### src/rtl/mac_uint8_int32.sv
// Single-lane unsigned multiply-accumulate with a registered accumulator and valid flag.
// Build option: define MAC_SATURATE_EN to clamp the accumulator at all-ones instead of wrapping.
module mac_uint8_int32 #(
  parameter int DATA_W = 8,
  parameter int ACC_W  = 32
) (
  input  logic              clock,
  input  logic              reset,
  input  logic [DATA_W-1:0] data_in,
  input  logic [DATA_W-1:0] weight_in,
  input  logic              enable,
  input  logic              clear_acc,
  output logic [ACC_W-1:0]  acc_out,
  output logic              valid
);

  localparam int PROD_W = 2 * DATA_W;

  logic [PROD_W-1:0] product;
  logic [ACC_W-1:0]  acc_reg;
  logic [ACC_W-1:0]  acc_next;
  logic              valid_reg;
  logic              valid_next;
  logic [ACC_W-1:0]  sum_value;

  // Operands are zero-extended first so the product is formed at full width.
  assign product = {{DATA_W{1'b0}}, data_in} * {{DATA_W{1'b0}}, weight_in};

`ifdef MAC_SATURATE_EN
  logic [ACC_W:0] sum_wide;

  // The extra carry bit flags an overflow; clamp to all-ones when it is set.
  assign sum_wide  = {1'b0, acc_reg} + {{(ACC_W + 1 - PROD_W){1'b0}}, product};
  assign sum_value = sum_wide[ACC_W] ? {ACC_W{1'b1}} : sum_wide[ACC_W-1:0];
`else
  assign sum_value = acc_reg + {{(ACC_W - PROD_W){1'b0}}, product};
`endif

  always_comb begin
    acc_next   = acc_reg;
    valid_next = 1'b0;
    if (clear_acc) begin
      acc_next = '0;
    end else if (enable) begin
      acc_next   = sum_value;
      valid_next = 1'b1;
    end
  end

  always_ff @(posedge clock) begin
    if (reset) begin
      acc_reg   <= '0;
      valid_reg <= 1'b0;
    end else begin
      acc_reg   <= acc_next;
      valid_reg <= valid_next;
    end
  end

  assign acc_out = acc_reg;
  assign valid   = valid_reg;

endmodule

### config.mk
export PLATFORM = sky130hd
export DESIGN_NAME = mac_uint8_int32
export DESIGN_NICKNAME = d
export VERILOG_FILES = /design/src/rtl/mac_uint8_int32.sv
export SDC_FILE = /design/constraint.sdc
export NUM_CORES = 1
export LEC_CHECK = 0
export CAP_MARGIN = 20
export CORE_MARGIN = 8
export CORE_UTILIZATION = 57
export DETAILED_ROUTE_END_ITERATION = 6
export MAX_ROUTING_LAYER = met4
export PLACE_DENSITY = 0.94
export SYNTH_ARGS = -nofsm -noshare
export SYNTH_HDL_FRONTEND = slang
export SYNTH_SLANG_ARGS = --single-unit
### constraint.sdc
create_clock -name clock -period 4.88 [get_ports clock]
set_clock_uncertainty 0.05 [all_clocks]
set_input_delay 0.488 -clock clock [delete_from_list [all_inputs] [get_ports clock]]
set_output_delay 0.488 -clock clock [all_outputs]
set_load 0.02 [all_outputs]
==> results.toml <==
[timing]
drv_slew = 0
post-route-period-util_pct = 97.0
setup_viol = 0
worstMarginPinSlew_ps = 932
slew_headroom_pct = 37.6
period_needed_ps = 4730
hold_violations = 0
hold_slack_ps = 458
timing.fmax_mhz = 211
rsz0062_at_grt = "true"

[final_layout]
fin_util_pct = 72.5
final_cell_mix = "inv_1 (97), nand2_1 (57), fa_1 (50)"
synthToLayoutAreaGrowth_pct = 25.0
layout_commonest_cell = "inv_1"
final_net_count = 693
nFillCells = 497
insertedDiodeCount = 0
largest_reg_flops = 32
fin_cells = 682
drive_above_1_share_pct = 10.5

[clock_network]
clk_pin_slew_worst_paths_ps = 70
cts.sinks = 33
cts_buffer_depth = 2
post_cts_buffers = 0
clkLatencyLatePin_ps = 290
holdBufCountCts = 0
htree_num_levels = 2
cts_tree = "done"
numCtsBuffers = 5
cts_root_buf = "clkbuf_8"

[die]
die_area_mm2 = 0.0103
core_mm2 = 0.00718
die-width_um = 101
rows = 31
die_height_um = 101
num_io_pins = 53
start_util_pct = 58.0

[routing]
antenna_left = 0
post-route-drc-count = 0
vias_per_cell = 5.57
dr_total_vias = 3798
drtIter0Drc = 296
drt-total-wl_mm = 11.0
firstDrtPassIters = 6
wl_per_cell_um = 16.2

[run]
max_cap_violations = 0

[worst_setup_path]
end_kind = "flip-flop"
critPathLaunch = "data_in[1]"
arrival_ps = 4860
r2r-start = "acc_out[6]"
crit_type = "in2reg"
rrSetupSlack_ps = 580
cp_max_fo = 4
worst_ep_required_time_ps = 5000
cp-start-kind = "input pin"

[hold_path]
holdCritPathClass = "reg2reg"
worstHoldStart = "acc_out[27]"

[yosys]
yosysSeqAreaShare_pct = 15.9
ys_async_sr_fraction_pct = 0
ys_ff_latch = 33
synth_edf_count = 0
yosysWarnings = 0
synth.net_count = 608
ys.flop_type = "dfxtp_1"
synthCells = 497
syn_area_mm2 = 0.00416
avgSynthCellArea_um2 = 8.38
synth_cell_types = 43

[placed_design]
dp_hpwl_mm = 9.07
gp_congestion = 0.924
place.port_buffers = 52
dp_cells = 674

[grt]
grt_antenna_before_repair = 0
grt_first_pass_wirelength_mm = 18.5
grt_overflow = 0
grt_usage_pct = 23.1
grt_pass1_vias = 3995
grt_max_degree = 36

[power_and_ir_drop]
power.total_uw = 2650
p_leak_uw = 0.00255
power_density_mw_per_mm2 = 508
ir_drop_uv = 372

[status]
outcome = "complete, no violations"
## worst paths after layout
| path | to | cells past startpoint |
|---|---|---|
| worst max-delay path | acc_out[16] | 16 |
| worst min-delay path | acc_out[27] | 2 |
| worst max register to register | acc_out[26] | 16 |
| worst min register to register | acc_out[27] | 2 |
## layer usage
| layer | routed length, µm | GRT usage, % |
|---|---|---|
| met1 | 4510 | 26.5 |
| met2 | 5600 | 39.4 |
| met3 | 688 | 3.92 |
| met4 | 248 | 8.59 |
| met5 | 0 | - |
## cells in the mapped netlist (all sizes together) (6+ instances only)
library cell / n / share of area (%)
clkbuf: 7 / 0.63
mux2i: 14 / 3.4
xnor2: 15 / 3.2
nand2: 57 / 5.1
ha: 41 / 12
fa: 50 / 24
a21oi: 23 / 2.8
and3: 6 / 0.90
a211oi: 7 / 1.5
and2: 37 / 5.6
o211ai: 6 / 1.2
inv: 97 / 8.7
nand3: 6 / 0.72
dfxtp: 33 / 16
or3: 6 / 0.90
o21ai: 18 / 2.3
nor2: 26 / 2.3
## kinds of logic after synthesis
logic type                 Yosys count  share of synthesized area (%)
muxes                               14                           3.37
DFF                                 33                           15.9
AOI/OAI and AO/OA                   70                           10.9
adders and majority gates           91                           36.4
xor gates and xnor gates            18                           3.79
and+or+nand+nor                    163                           19.9
buffers and inverters              108                           9.86
## per-stage QoR
stage / cell area [µm²] / worst slack (ps) / TNS, ps
floorplan: 4160 / 569 / 0
global placement: 5040 / -230 / -2890
detailed placement: 5040 / -312 / -5150
CTS: 5150 / 1.94 / 0
global route: 5200 / -1.83 / -1.83
finish: 5200 / 147 / 0
## layout make-up
| cell class | instances | area (µm²) | area share, % |
|---|---|---|---|
| clock inverters | 1 | 5.00 | 0.0962 |
| clock buffers | 7 | 96.3 | 1.85 |
| inverters | 97 | 364 | 7.00 |
| well taps | 99 | 124 | 2.38 |
| multi-input cells | 356 | 3130 | 60.1 |
| repair buffers | 89 | 823 | 15.8 |
| flip-flops and latches | 33 | 661 | 12.7 |
## timing repair
action                                  4_1_cts  5_1_grt
pin swaps                                     0        4
resized for setup                             4       20
endpoints found under the setup margin        7       20
## power by group
group	internal (µW)	switching (µW)
Sequential	305	35.0
Combinational	923	1150
Clock	128	108
Total	1350	1290
## worst max-delay path, stage by stage
cell and delay [ps]:
clkdlybuf4s50_1 460, and2_1 190, fa_1 580, fa_1 460
fa_1 560, inv_1 60, fa_1 530, inv_1 40
ha_1 330, buf_4 150, and4_1 230, and3_1 180
a32oi_1 60, a21boi_1 230, mux2i_1 220, nand2_1 70
No activity file was read; power rests on OpenSTA's default activity.
==> variant (config.mk and constraints unchanged) <==
Register the output `acc_out` once more, cleared by the reset; this adds one clock of latency there. The other outputs are not delayed to match.
--- a/src/rtl/mac_uint8_int32.sv
+++ b/src/rtl/mac_uint8_int32.sv
@@ -59,3 +59,9 @@
 
-  assign acc_out = acc_reg;
+  always_ff @(posedge clock) begin
+    if (reset) begin
+      acc_out <= '0;
+    end else begin
+      acc_out <= acc_reg;
+    end
+  end
   assign valid   = valid_reg;
Check against the original RTL: not equivalent (a bounded check fails within 4 cycles, from zero or initial values and one cycle with reset high).
==> variant against the unedited design <==
- sequential share of layout area is 8.1 points higher
- count of clock-buffer cells in the layout increased by 5
- maximum frequency rose by 0.29%
- total power increased by 15%
- synthesized cell count increased by 18%
- first-iteration DRC count is 5.4% higher
- utilization fell by 1.2 points
- final area grew 20%
- area after synthesis up 24%
- wire length increased by 10%
- sequential cell count up 32
- non-clock buffer count rose by 1
- worst setup slack improved by 14 ps
- critical endpoint is now acc_reg[23]
==> variant: results (changes against the unedited design) <==
Placed design
  – Area post-placement: 6030 µm² (+20%)
  – Routability cong.: 0.886 (-4.1%)
  – HPWL after DPL: 9710 µm (+7.1%)
  – Cells after DPL: 768 (+14%)

Clock tree
  – Cts repair resizes: 5 (+1)
  – CTS H-tree depth: 3 (+1)
  – Clk_lat worst skew: 350 ps (+60 ps)
  – Num CTS Buffers: 9 (+4)

Global route
  – Grt met3 use: 5.57% (+1.7 points)
  – Routing usage on met2: 36.8% (-2.6 points)
  – GRT met1 Usage: 22.2% (-4.2 points)
  – Number of global-route vias before repair: 4523 (+13%)

Layout
  – Final Non-Filler Cells: 783 (+15%)
  – Layout cells sized above 1: 11.1% (+0.65 points)

Drt
  – Wl on met1: 4780 µm (+6.1%)
  – Vias per inst: 5.46 (-1.9%)
  – Routed WL: 12200 µm (+10%)
  – Iteration-0 DRC Markers: 312 (+5.4%)
  – Drt pass-1 iters: 7 (+1)

Critical path
  – Crit. Startpoint: data_in[0]
  – Reg2reg start: acc_reg[6]
  – Worst Path Arrival: 4920 ps (+60 ps)
  – Worst stage delay on the critical path: 550 ps (-30 ps)
  – Peak fanout along the critical path: 5 (+1)

Run status
  – Status: finished clean

Power and ir drop
  – Worst IR Drop VDD: 0.404 mV (+8.4%)
  – Leak Pwr: 0.00304 µW (+19%)

Synthesis
  – Commonest cells in the netlist: 100 x inv_1, 65 x dfxtp_1, 64 x nand2_1
  – Synth cell types: 53 (+23%)
  – Top post-synthesis cells by area: dfxtp_1 25%, fa_1 19%, ha_1 10%
  – Cell count after synthesis: 584 (+18%)
[variant: layout make-up]
cell class                 instances  area, µm²  share of cell area (%)
clock buffer                      12        155                    2.48
timing repair buffer              90        822                    13.2
clock inverter                     3       40.0                   0.641
sequential                        65       1300                    20.8
inverter                         100        375                    6.01
multi-input combinational        405       3420                    54.7
tap                              108        135                    2.16
[variant: path summary, 6_finish.rpt]
path,endpoint,slack (ps),cells after the start
setup / recovery,acc_reg[23],160,14
hold / removal,acc_reg[31],440,2
setup reg to reg,acc_reg[23],490,15
hold reg to reg,acc_reg[31],440,2
[variant: logic make-up after synthesis]
logic type / count (synthesis) / synth area share (%)
DFF: 65 / 25.3
xor gates and xnor gates: 9 / 1.53
AOI/OAI and AO/OA: 61 / 8.00
buffers and inverters: 114 / 8.53
muxes: 25 / 4.88
and+or+nand+nor: 219 / 22.4
adders and majority gates: 91 / 29.4
[variant: report_power, final]
group	switching, µW	internal (µW)
Sequential	36.8	584
Combinational	1050	916
Clock	198	259
